## src/rtl/opt_rand_gen.sv

```systemverilog
`default_nettype none
// ============================================================================
// Module   : opt_rand_gen
// Purpose  : Random move generator for one annealing / replica-exchange
//            salesman replica. A private xorshift64 stream produces tour
//            indices by rejection sampling (2-opt: K<L, or-opt: K<L<M),
//            then a Metropolis random and an exchange random.
// Ports    : clk, reset (sync, active-high)
//            seed_i / seed_load / seed_o : stream seeding and observation
//            base_id_i, start, mode      : move request
//            busy, done, valid           : handshake / result status
//            mode_o, base_id_o           : request fields captured at start
//            k_o, l_o, m_o               : sorted tour indices
//            r_metropolis, r_exchange    : acceptance / exchange randoms
//            draw_cnt                    : saturating count of RNG steps
// Revision : 1.0 - initial release
// ============================================================================
module opt_rand_gen #(
    parameter int CITY_NUM = 30,
    parameter int IDX_W    = $clog2(CITY_NUM + 1),
    parameter int R_W      = 32,
    parameter int BASE_W   = 5
) (
    input  logic              clk,
    input  logic              reset,
    input  logic [63:0]       seed_i,
    input  logic              seed_load,
    output logic [63:0]       seed_o,
    input  logic [BASE_W-1:0] base_id_i,
    input  logic              start,
    input  logic [1:0]        mode,
    output logic              busy,
    output logic              done,
    output logic              valid,
    output logic [1:0]        mode_o,
    output logic [BASE_W-1:0] base_id_o,
    output logic [IDX_W-1:0]  k_o,
    output logic [IDX_W-1:0]  l_o,
    output logic [IDX_W-1:0]  m_o,
    output logic [R_W-1:0]    r_metropolis,
    output logic [R_W-1:0]    r_exchange,
    output logic [15:0]       draw_cnt
);

    localparam logic [2:0] c_IDLE    = 3'd0;
    localparam logic [2:0] c_DRAW_K  = 3'd1;
    localparam logic [2:0] c_DRAW_L  = 3'd2;
    localparam logic [2:0] c_DRAW_M  = 3'd3;
    localparam logic [2:0] c_DRAW_RM = 3'd4;
    localparam logic [2:0] c_DRAW_RX = 3'd5;

    localparam logic [IDX_W-1:0] c_CITY_MAX = IDX_W'(CITY_NUM);

    logic [63:0]       r_state;
    logic [2:0]        r_fsm;
    logic              r_done;
    logic              r_valid;
    logic [1:0]        r_mode;
    logic [BASE_W-1:0] r_base;
    logic [IDX_W-1:0]  r_k;
    logic [IDX_W-1:0]  r_l;
    logic [IDX_W-1:0]  r_m;
    logic [R_W-1:0]    r_rm;
    logic [R_W-1:0]    r_rx;
    logic [15:0]       r_cnt;

    logic [63:0]       w_x1;
    logic [63:0]       w_x2;
    logic [63:0]       w_nx;
    logic [IDX_W-1:0]  w_cand;
    logic [R_W-1:0]    w_rv;
    logic              w_in_range;
    logic [63:0]       w_seed_fix;

    // xorshift64 (13, 7, 17) step of the current state
    assign w_x1   = r_state ^ (r_state << 13);
    assign w_x2   = w_x1 ^ (w_x1 >> 7);
    assign w_nx   = w_x2 ^ (w_x2 << 17);
    assign w_cand = w_nx[IDX_W-1:0];
    assign w_rv   = w_nx[R_W-1:0];

    // Index 0 and values past CITY_NUM are rejected; the mask is wider
    // than the legal range whenever CITY_NUM+1 is not a power of two.
    assign w_in_range = (w_cand != '0) && (w_cand <= c_CITY_MAX);

    // xorshift has a fixed point at zero, so a zero seed is replaced by 1
    assign w_seed_fix = (seed_i == 64'h0) ? 64'h1 : seed_i;

    always_ff @(posedge clk) begin
        if (reset || seed_load) begin
            r_state <= w_seed_fix;
            r_fsm   <= c_IDLE;
            r_done  <= 1'b0;
            r_valid <= 1'b0;
            // A plain seed_load keeps the last results visible
            if (reset) begin
                r_mode <= 2'b00;
                r_base <= base_id_i;
                r_k    <= '0;
                r_l    <= '0;
                r_m    <= '0;
                r_rm   <= '0;
                r_rx   <= '0;
                r_cnt  <= 16'h0;
            end
        end else begin
            r_done <= 1'b0;

            if (r_fsm != c_IDLE) begin
                r_state <= w_nx;
                if (r_cnt != 16'hFFFF) begin
                    r_cnt <= r_cnt + 16'd1;
                end
            end

            case (r_fsm)
                c_IDLE: begin
                    if (start) begin
                        r_mode  <= mode;
                        r_base  <= base_id_i;
                        r_valid <= 1'b0;
                        // modes 10 and 11 both skip index generation
                        r_fsm   <= mode[1] ? c_DRAW_RM : c_DRAW_K;
                    end
                end
                c_DRAW_K: begin
                    if (w_in_range) begin
                        r_k   <= w_cand;
                        r_fsm <= c_DRAW_L;
                    end
                end
                c_DRAW_L: begin
                    if (w_in_range && (w_cand != r_k)) begin
                        if (w_cand < r_k) begin
                            r_k <= w_cand;
                            r_l <= r_k;
                        end else begin
                            r_l <= w_cand;
                        end
                        // only 2-opt (00) and or-opt (01) reach this state
                        r_fsm <= r_mode[0] ? c_DRAW_M : c_DRAW_RM;
                    end
                end
                c_DRAW_M: begin
                    if (w_in_range && (w_cand != r_k) && (w_cand != r_l)) begin
                        if (w_cand < r_k) begin
                            r_k <= w_cand;
                            r_l <= r_k;
                            r_m <= r_l;
                        end else if (w_cand < r_l) begin
                            r_l <= w_cand;
                            r_m <= r_l;
                        end else begin
                            r_m <= w_cand;
                        end
                        r_fsm <= c_DRAW_RM;
                    end
                end
                c_DRAW_RM: begin
                    r_rm  <= w_rv;
                    r_fsm <= c_DRAW_RX;
                end
                c_DRAW_RX: begin
                    r_rx    <= w_rv;
                    r_done  <= 1'b1;
                    r_valid <= 1'b1;
                    r_fsm   <= c_IDLE;
                end
                default: begin
                    r_fsm <= c_IDLE;
                end
            endcase
        end
    end

    assign seed_o       = r_state;
    assign busy         = (r_fsm != c_IDLE);
    assign done         = r_done;
    assign valid        = r_valid;
    assign mode_o       = r_mode;
    assign base_id_o    = r_base;
    assign k_o          = r_k;
    assign l_o          = r_l;
    assign m_o          = r_m;
    assign r_metropolis = r_rm;
    assign r_exchange   = r_rx;
    assign draw_cnt     = r_cnt;

endmodule
`default_nettype wire

```

## config.mk

```make
export PLATFORM = sky130hd
export DESIGN_NAME = opt_rand_gen
export DESIGN_NICKNAME = d
export VERILOG_FILES = /design/src/rtl/opt_rand_gen.sv
export SDC_FILE = /design/constraint.sdc
export NUM_CORES = 1
export LEC_CHECK = 0
export CAP_MARGIN = 20
export CORE_ASPECT_RATIO = 0.6
export CORE_MARGIN = 2
export CORE_UTILIZATION = 35
export CTS_CLUSTER_SIZE = 28
export DETAILED_ROUTE_END_ITERATION = 12
export PLACE_DENSITY_LB_ADDON = 0.25
export SYNTH_ARGS = -nofsm -noshare
export SYNTH_HDL_FRONTEND = slang
export SYNTH_SLANG_ARGS = --single-unit
export TNS_END_PERCENT = 100
```

## constraint.sdc

```tcl
create_clock -name clk -period 3.3 [get_ports clk]
set_clock_uncertainty 0.1 [all_clocks]
set_input_delay 0.66 -clock clk [delete_from_list [all_inputs] [get_ports clk]]
set_output_delay 0.66 -clock clk [all_outputs]
set_load 0.005 [all_outputs]
```

# Word level (Yosys, flattened, before mapping)
# Cells that the tools add are included.
[totals]
regBits = 171
in_bits = 75
out_inout_bits = 169
word_cells = 113
[op_classes]
addsub = 1
magnitude_cmp = 3
n_eq_ne = 17
n_mux = 49
bitwise_logic = 3
n_reduce_logical = 28
[op_table]
columns = ["op", "count"]
rows = [
  ["64-bit 2-to-1 mux", 3],
  ["32-bit 2-to-1 mux", 5],
  ["64-bit XOR", 2],
  ["5-bit 2-to-1 mux", 21],
  ["64-bit logical NOT", 1],
  ["16-bit 2-to-1 mux", 4],
  ["64-bit by 57-bit XOR with 64-bit output", 1],
  ["3-bit 2-to-1 mux", 6],
  ["2-bit nonzero test", 9],
  ["16-bit by 1-bit adder with 16-bit output, second input constant", 1],
  ["16-bit inequality test, second input constant", 1],
  ["3-bit one-hot mux with 5 select lines", 1],
  ["5-bit one-hot mux with 3 select lines", 1],
  ["5-bit < comparator", 2],
  ["2-bit inequality test, second input constant", 5],
  ["5-bit inequality test", 2],
  ["5-bit one-hot mux with 2 select lines", 1],
  ["5-bit AND reduction", 2],
  ["3-bit inequality test, second input constant", 3],
  ["3-bit AND reduction", 3],
  ["2-bit 2-to-1 mux", 4],
  ["3-bit by 2-bit == test with 1-bit output, second input constant", 2],
  ["3-bit == test, second input constant", 2],
  ["2-bit AND reduction", 3],
  ["12 further kinds", 16],
]

# Logic depth before layout (Yosys ltp)
# Gate-level depths: netlist of run 1.
[depth]
depth_word = 10
ltp_mapped = 9
depth_no_buf = 9

# Worst setup path after synthesis of run 1
# Ideal clock, no wire load.
[synth_timing]
path_kind = "in2reg"
start = "in reset"
end = "reg r_state[0] (netlist: seed_o[0]), enable pin"
setup_time_ns = 0.688
arrival_time_ns = 2.486
required_ns = 2.512
slack_ns = 0.026
path_stages = 4
cell_sequence = "clkbuf_1 -> nor2_1 -> clkbuf_1 -> nand2_1"
[synth_between]
elab_chain_len = 2
[synth_rtl]
columns = ["item", "line", "text"]
rows = [
  ["start: declaration", "25", "input logic reset,"],
  ["1-bit logical OR", "90", "if (reset || seed_load) begin"],
  ["2-bit nonzero test (no source line)", "-", ""],
  ["end signal: assignment", "91", "r_state <= w_seed_fix;"],
  ["end signal: assignment", "110", "r_state <= w_nx;"],
  ["end: declaration", "54", "logic [63:0] r_state;"],
]
# No other way between the ends.
# A chain may end at the register's enable or synchronous reset.

# Worst setup path in the final report of run 1
[layout_timing]
start = "reg r_state[8] (netlist: seed_o[8])"
end = "reg r_l[4] (netlist: l_o[4]), enable pin"
[layout_between]
elab_chain_len = 9
[layout_rtl]
columns = ["item", "line", "text"]
rows = [
  ["64-bit XOR (*)", "76", "assign w_x1 = r_state ^ (r_state << 13);"],
  ["64-bit by 57-bit XOR with 64-bit output (*)", "77", "assign w_x2 = w_x1 ^ (w_x1 >> 7);"],
  ["64-bit XOR (*)", "78", "assign w_nx = w_x2 ^ (w_x2 << 17);"],
  ["5-bit <= comparator or 5-bit nonzero test (tied branches)", "84", "assign w_in_range = (w_cand != '0) && (w_cand <= c_CITY_MAX);"],
  ["1-bit logical AND", "84", ""],
  ["1-bit logical AND", "133, 145", ""],
  ["1-bit logical AND", "145", "if (w_in_range && (w_cand != r_k) && (w_cand != r_l)) begin"],
  ["3-bit inequality test (no source line)", "-", ""],
  ["5-bit AND reduction (no source line) (*)", "-", ""],
  ["end signal: assignment", "136", "r_l <= r_k;"],
  ["end signal: assignment", "138", "r_l <= w_cand;"],
  ["end signal: assignment", "148", "r_l <= r_k;"],
  ["end: declaration", "61", "logic [IDX_W-1:0] r_l;"],
]
# Mark *: on every way between the ends. The rest lies on a longest branch, timed or not.

==> results of run 1 <==
## kinds of logic after synthesis
group / after synthesis
and+or+nand+nor: 200
xor gates and xnor gates: 185
DFF: 171
AOI/OAI and AO/OA: 98
buffers and inverters: 39
muxes: 9
adders and majority gates: 7
## per-layer routing
layer / track usage [%] / part of all wire [%] / vias up / routed length (um)
li1: - / - / 3034 / -
met1: 36.5 / 49 / 3219 / 14600
met2: 28.8 / 38 / 330 / 11200
met3: 8.77 / 12 / 14 / 3530
met4: 4.13 / 0.67 / 0 / 199
met5: 0 / 0 / - / 0
## flip-flops by register name, indices dropped and copies added (netlist names)
signal	cells
r_exchange	32
valid	1
draw_cnt	16
done	1
r_fsm	3
m_o	5
mode_o	2
r_metropolis	32
base_id_o	5
l_o	5
seed_o	64
k_o	5
## critical path, stage by stage, from the launching register on
cell and delay [ns]:
sky130_fd_sc_hd__edfxtp_1 0.43, sky130_fd_sc_hd__xor2_1 0.44, sky130_fd_sc_hd__ha_1 0.33, sky130_fd_sc_hd__nor2b_1 0.13, sky130_fd_sc_hd__o22ai_1 0.15, sky130_fd_sc_hd__a31oi_1 0.12
sky130_fd_sc_hd__o31ai_2 0.60, sky130_fd_sc_hd__o31a_1 0.36
## cells in the final DEF, fill, tap and decap left out, types with 3 or more instances in the layout
master	count
sky130_fd_sc_hd__xor2_1	49
sky130_fd_sc_hd__bufinv_16	3
sky130_fd_sc_hd__mux2i_1	7
sky130_fd_sc_hd__edfxtp_1	166
sky130_fd_sc_hd__nand2_1	74
sky130_fd_sc_hd__ha_1	7
sky130_fd_sc_hd__xnor2_1	135
sky130_fd_sc_hd__o21ai_0	28
sky130_fd_sc_hd__clkbuf_16	17
sky130_fd_sc_hd__clkdlybuf4s50_1	243
sky130_fd_sc_hd__inv_1	15
sky130_fd_sc_hd__nand3_1	9
sky130_fd_sc_hd__nor3_1	8
sky130_fd_sc_hd__a211oi_1	5
sky130_fd_sc_hd__inv_6	4
sky130_fd_sc_hd__a31o_2	3
sky130_fd_sc_hd__a31oi_1	4
sky130_fd_sc_hd__dfxtp_1	5
sky130_fd_sc_hd__nor4_1	20
sky130_fd_sc_hd__and2_1	6
sky130_fd_sc_hd__buf_4	17
sky130_fd_sc_hd__a21oi_1	14
sky130_fd_sc_hd__clkinv_4	3
sky130_fd_sc_hd__a21o_1	30
sky130_fd_sc_hd__nor2_1	57
sky130_fd_sc_hd__and3_1	5
sky130_fd_sc_hd__nand4_1	6
## cell type report
class / count / area (um^2)
Fill cell: 2163 / 12100
Sequential cell: 171 / 5080
Multi-Input combinational cell: 499 / 3410
Timing Repair Buffer: 262 / 2600
Clock buffer: 17 / 425
Tap cell: 322 / 403
Clock inverter: 15 / 186
Inverter: 16 / 60.1
Antenna cell: 1 / 2.50
## through the flow
step,hold WS (ns),utilization [%],instances,power [uW]
after floorplan,0.371,-,709,6310
after global placement,0.383,47.7,1270,8200
after detailed placement,0.383,47.7,1270,8210
after CTS,0.399,50.2,1302,10400
after global routing,0.415,50.2,1302,10900
final,0.401,50.2,1303,10400
## synthesized netlist by cell type (8+ instances only)
library cell and instances:
sky130_fd_sc_hd__nand2_1 75, sky130_fd_sc_hd__xor2_1 49, sky130_fd_sc_hd__inv_1 15, sky130_fd_sc_hd__nor3_1 8, sky130_fd_sc_hd__a21o_1 30, sky130_fd_sc_hd__edfxtp_1 166, sky130_fd_sc_hd__a21oi_1 14, sky130_fd_sc_hd__nand3_1 9
sky130_fd_sc_hd__xnor2_1 135, sky130_fd_sc_hd__clkbuf_1 16, sky130_fd_sc_hd__nor2_1 58, sky130_fd_sc_hd__nor4_1 20, sky130_fd_sc_hd__o21ai_0 28
## power groups by stage
stage	registers, uW	clock network (uW)	logic, uW
floorplan	3390	0	2920
global placement	3520	0	4680
detailed placement	3520	0	4690
CTS	3480	2160	4720
global route	3530	2250	5120
finish	3480	2130	4750
## worst paths after layout
| check | startpoint | endpoint | slack [ns] | depth (start not counted) |
|---|---|---|---|---|
| max | seed_o[8] | l_o[4] | 0.31 | 7 |
| min | valid | valid | 0.40 | 1 |
| max reg2reg | seed_o[8] | l_o[4] | 0.31 | 7 |
| min reg2reg | valid | valid | 0.40 | 1 |
==> results.txt, run 1 <==
- Combinational logic burns between 40% and 50% of the power.
- For this run, the detailed router's first-pass iteration total came to 4.
* Total power divided by cell area: around 850 mW/mm^2
- Cell types with the largest area share after synthesis: sky130_fd_sc_hd__edfxtp_1 58%, sky130_fd_sc_hd__xnor2_1 14%, sky130_fd_sc_hd__xor2_1 5.0%
* Vias in the first global route: roughly 6300
- At the end of routability-driven placement, the weighted congestion stood at 0.865.
* Dominant combinational cell family by area after synthesis: XOR/XNOR gates
* Unrepaired setup endpoints after global routing: false
- Summed over all nets, the half-perimeter wirelength after detailed placement is about 23 mm.
- In the synthesized netlist, mux cells make up 1.10% of the area.
- Of the total power, the share spent switching nets is 36.1%.
- Worst-margin pin slew: ~0.9 ns
* Tmin final: ~3 ns
* Run status: finished clean
- Largest net degree at the start of global routing: 65
- Dividing the detail-routed via count by the number of cells gives around 5.1.
* Max Clock Freq: around 330 MHz
- H-tree levels: 4
- Clock power frac: 20.6%
- After synthesis the cells add up to ~0.0086 mm^2.
* Latest clock arrival within the worst-skew pair: 0.44 ns
- TritonCTS built the clock tree.
* Number of distinct library cells after synthesis: 50
- Warnings, synthesis: 0
* Residual overflow from global routing: 0
* Number of buffers inserted to repair setup after CTS: 0
- Layout overhead on the synthesized area: 41.0%
* Nature of the critical path endpoint: flip-flop
- Max Slew Vio Count: 0
- Share of layout cells above drive strength 1: between 7 and 8%
- Number of enable-type register cells in the synthesized netlist: about 170
* Clock transition at the registers of the reported paths: about 0.070 ns
- The cell count after synthesis came out at 709.
- No sink is reached through more buffers than the 2 on the longest clock path.
- Of all flip-flops after synthesis, the portion carrying an async set or reset was 0%.
- Relative slew margins: between 30% and 40%
- Wire length of the first global-routing pass: 42.5 mm
- The count of buffers added on input and output ports is roughly 240.
- After detailed routing, the total wire length is roughly 30 mm.
- Number of nets in the synthesized netlist: just under 800
* Worst voltage drop across the vdd grid: 0.441 mV
- Category of the worst setup path launch point: flip-flop
- Across all layers, the routed design uses 6597 vias.
- Dividing the detail-routed wire length by the instance count gives 22.7 um.
- The synthesized netlist devotes under 10% of its cell area to compound gates.
- Summing all placed instances gives a cell area of between 0.01 and 0.015 mm^2.
* Number of max-cap violations: 0
- For the worst setup path, the data required time is 3.33 ns.
* Net switching power: around 3700 uW
- Portion of total power attributed to sequential cells: approximately a third
* CTS sink count: 171
* Static leakage: roughly 0.0045 uW
- Share of the cycle needed by the critical path after routing: roughly 90%
- Mean instance size in the synthesized netlist: around 12 um^2
* Post-Route Setup TNS: 0 ns
* Worst Path Class, Setup: reg -> reg
- Number of gates given a new drive strength after cts: 0
* DRC viols: 0
- Number of DRC markers after the initial detailed-route iteration: slightly below 500
- Of all nets on the critical path, the largest fanout is 5.
* Antenna violations before repair: 1
- Share of the synthesized area in the top cell type: between 50% and 60%
- Total CTS buffers: 17
* Crit path arrival time: roughly 3.0 ns
- Setup slack closes at 0.310 ns.
- The initial utilization of the core area, before any placement, comes to between 30% and 40%.
- For this run, the post-layout net count is approximately 1000.
- The die covers between 0.02 and 0.03 mm^2.
* Top cell type by total area after synthesis: sky130_fd_sc_hd__edfxtp_1
- Total I/O pin count: roughly 240
* ANT nets after route: 0
- The core region is approximately 0.024 mm^2.
- The final-report hold violation count came to 0.
- The die is 126 um tall.
* Fraction of the mapped netlist area in adder cells: around 1.0%
- Post-synthesis sequential element count: about 170
- The synthesized netlist devotes approximately a tenth of its cell area to simple gates.
- The number of hold buffers added after CTS was 0.
- For this run, the total global-route usage over all layers was measured as roughly 23%.
- The synthesized netlist devotes about a fifth of its cell area to XOR and XNOR gates.
* Number of placement rows: between 40 and 50
- Final Setup Violations: 0
- Sequential fraction of the synthesis area: between 50% and 60%
* Dpl ws: 0.307 ns
- The most used flip-flop cell after synthesis is sky130_fd_sc_hd__edfxtp_1.
* Hold/Removal Path Class: reg -> reg
* Final cell area excluding filler cells: 0.0122 mm^2
- The internal power of the cells totals 6620 uW.
- The die is ~210 um wide.
* Buffer type at the clock tree root: sky130_fd_sc_hd__clkbuf_16
No activity file was read; power rests on OpenSTA's default activity.
==> run 2, diff against run 1 <==
--- a/config.mk
+++ b/config.mk
@@ -12,6 +12,7 @@
 export CTS_CLUSTER_SIZE = 28
 export DETAILED_ROUTE_END_ITERATION = 12
 export PLACE_DENSITY_LB_ADDON = 0.25
+export REMOVE_ABC_BUFFERS = 1
 export SYNTH_ARGS = -nofsm -noshare
 export SYNTH_HDL_FRONTEND = slang
 export SYNTH_SLANG_ARGS = --single-unit
==> results.txt, run 2 (synthesized netlist as in run 1, its figures left out) <==
- Setup slack after layout: 0.400 ns (+0.0902 ns)
* Nature of the critical path endpoint: flip-flop
- The leakage power of the design came to 0.00447 uW (-0.24%).
* Clock transition at the registers of the reported paths: 0.07 ns (about the same)
* Vias in the first global route: 6236 (-1.4%)
- The number of rows in the core area was 44 (unchanged).
* Count of placed standard cells including taps: 1271 (+0.079%)
- The number of buffers inserted during clock tree synthesis is 17 (unchanged).
- Latest clock arrival within the worst-skew pair: 0.44 ns (about the same)
* DRC viols: 0 (unchanged)
- The final-report hold violation count came to 0 (unchanged).
- Setup repair after global routing left no endpoint under its margin.
- IO Port Bufs: 243 (unchanged)
* Hold path start: valid
* Critical path launch point: seed_o[8]
- Starting utilization of the core area: 35.6% (unchanged)
- Capturing element of the worst setup path: l_o[1]
* Detail Placement HPWL: 22.1 mm (-2.4%)
* Vert. Die Dim: 126 um (unchanged)
- Diode insertion count for antenna repair: 0 (-1)
- Horiz. Die Dim: 207 um (unchanged)
- Global routing's busiest layer: met1
- Category of the worst setup path launch point: flip-flop
- The total routed wirelength was 28.8 mm (-2.7%).
- Deepest clock path buffer count: 2 (unchanged)
* Largest register FFs: 64 (unchanged)
- Hold Path Cell Cnt: 1 (unchanged)
- Share of layout cells above drive strength 1: 7.34% (+0.095 points)
- Depth of the worst register-to-register path: 8 (+1)
- The total I/O pin count came to 244 (unchanged).
- Final cell area excluding filler cells: 0.0121 mm^2 (-0.26%)
- Residual overflow from global routing: 0 (unchanged)
- The slew at the pin closest to its max-slew limit was 0.714 ns (-0.200 ns).
- CTS sink count: 171 (unchanged)
* Worst voltage drop across the vdd grid: 0.387 mV (-12%)
- Number of DRC markers after the initial detailed-route iteration: 733 (+51%)
- Total power divided by cell area: 831 mW/mm^2 (-2.5%)
- Final core occ: 50.1% (-0.13 points)
- The post-route non-filler standard cell count came to 1303 (unchanged).
* Buffer type at the clock tree root: sky130_fd_sc_hd__clkbuf_16
* Dpl ws: 0.430 ns (+0.122 ns)
- The die outline area came to 0.0260 mm^2 (unchanged).
- The first-pass GRT wire length was 41.3 mm (-2.8%).
* Max Clock Freq: 345 MHz (+3.1%)
* Final-stage net count: 1050 (+0.095%)
* Final RePlAce weighted congestion: 0.917 (+6.0%)
- The count of H-tree levels built during CTS is 4 (unchanged).
- The data required time at the worst endpoint came to 3.32 ns (about the same).
* Largest net degree at the start of global routing: 65 (unchanged)
- Max Slew Vio Count: 0 (unchanged)
- The library cell used most frequently in the layout, excluding fill and tap cells, is sky130_fd_sc_hd__clkdlybuf4s50_1.
* Number of gates given a new drive strength after cts: 0 (unchanged)
- The number of antenna-violating nets in the routed design came to 0 (unchanged).
* TritonCTS clock tree: built
- The tightest slew margin relative to the limit is 52.0% (+13 points).
* Detailed Routing Iterations Pass 1: 5 (+1)
- Routed via count divided by cell count: 5.05 (-0.20%)
- Crit path arrival time: 2.92 ns (-0.10 ns)
- Traced cell by cell, the critical path runs through xor2_1 -> buf_4 -> ha_1 -> nor2b_1 -> o22ai_1 -> a31oi_1 -> o31ai_2 -> o31a_1.
- On the critical path, the stage with the largest delay is an instance of sky130_fd_sc_hd__o31ai_2.
- Largest incremental delay on the critical path: 0.58 ns (-0.02 ns)
* Placeable Area: 0.0242 mm^2 (unchanged)
- Vias: 6584 (-0.20%)
- Gr usage total: 22.2% (-0.64 points)
- Antenna violations before repair: 0 (-1)
* Layout overhead on the synthesized area: 40.6%
- The final period utilization came to 87.9% (-2.7 points).
- Tmin final: 2.90 ns (-0.0902 ns)
- Final Setup Violations: 0 (unchanged)
* Worst Path Class, Setup: reg -> reg
* Reg2reg setup slack: 0.40 ns (+0.09 ns)
- The worst hold path belongs to the class reg -> reg.
* Critical path peak fanout: 8 (+3)
- The number of hold buffers added after cts was 0 (unchanged).
* Met1 Usage GRT: 36.8% (+0.25 points)
- GR met2 Demand/Resource: 28.3% (-0.51 points)
* Number of buffers inserted to repair setup after CTS: 0 (unchanged)
- Highest-count cells in the layout ignoring fill and taps: 243 x sky130_fd_sc_hd__clkdlybuf4s50_1, 166 x sky130_fd_sc_hd__edfxtp_1, 135 x sky130_fd_sc_hd__xnor2_1
- The worst register-to-register path ends at l_o[1].
* Per-cell routed wire length: 22.1 um (-2.7%)
* Launching point of the worst reg2reg path: seed_o[8]
- Met3 usage in global routing: 5.67% (-3.1 points)
- Number of max-cap violations: 0 (unchanged)
* Total placed instance area: 0.0116 mm^2 (+0.17%)
* Run status: finished clean
[run 2: critical path: cells and delay by family (launching register included)]
family	cells	cell delay [ns]
compound gates	4	1.24
xor+xnor	1	0.23
fa+ha+maj	1	0.25
buf+inv	1	0.20
flops	1	0.44
simple gates	1	0.14
[run 2: where the power goes]
group	internal [uW]	switching [uW]	leakage, uW
Sequential	2980	486	0.00176
Combinational	2440	2200	0.00244
Clock	1050	919	0.000273
[run 2: cell type report]
| type | count | area, um^2 |
|---|---|---|
| timing repair buffer | 263 | 2620 |
| tap | 322 | 403 |
| multi-input combinational | 499 | 3410 |
| sequential | 171 | 5080 |
| clock inverter | 15 | 138 |
| fill | 2201 | 12100 |
| inverter | 16 | 60.1 |
| clock buffer | 17 | 425 |
[run 2: metal layers]
| metal | routed length (um) | share of wire [%] |
|---|---|---|
| met5 | 0 | 0 |
| met2 | 11300 | 39 |
| met3 | 2680 | 9.3 |
| met4 | 270 | 0.94 |
| met1 | 14500 | 50 |
[run 2: worst min-delay path by stage]
| stage | to | slack [ns] |
|---|---|---|
| after CTS | valid | 0.42 |
| after floorplan | r_fsm[1] | 0.37 |
| final | valid | 0.40 |
| after global routing | r_fsm[1] | 0.45 |
| after global placement | valid | 0.40 |
| after detailed placement | valid | 0.40 |
[run 2: per-stage QoR]
step | setup TNS [ns] | power [uW] | hold slack [ns]
floorplan | -16.10 | 6300 | 0.371
global placement | 0 | 8110 | 0.401
detailed placement | 0 | 8120 | 0.401
CTS | 0 | 10100 | 0.418
global route | 0 | 10600 | 0.447
finish | 0 | 10100 | 0.402
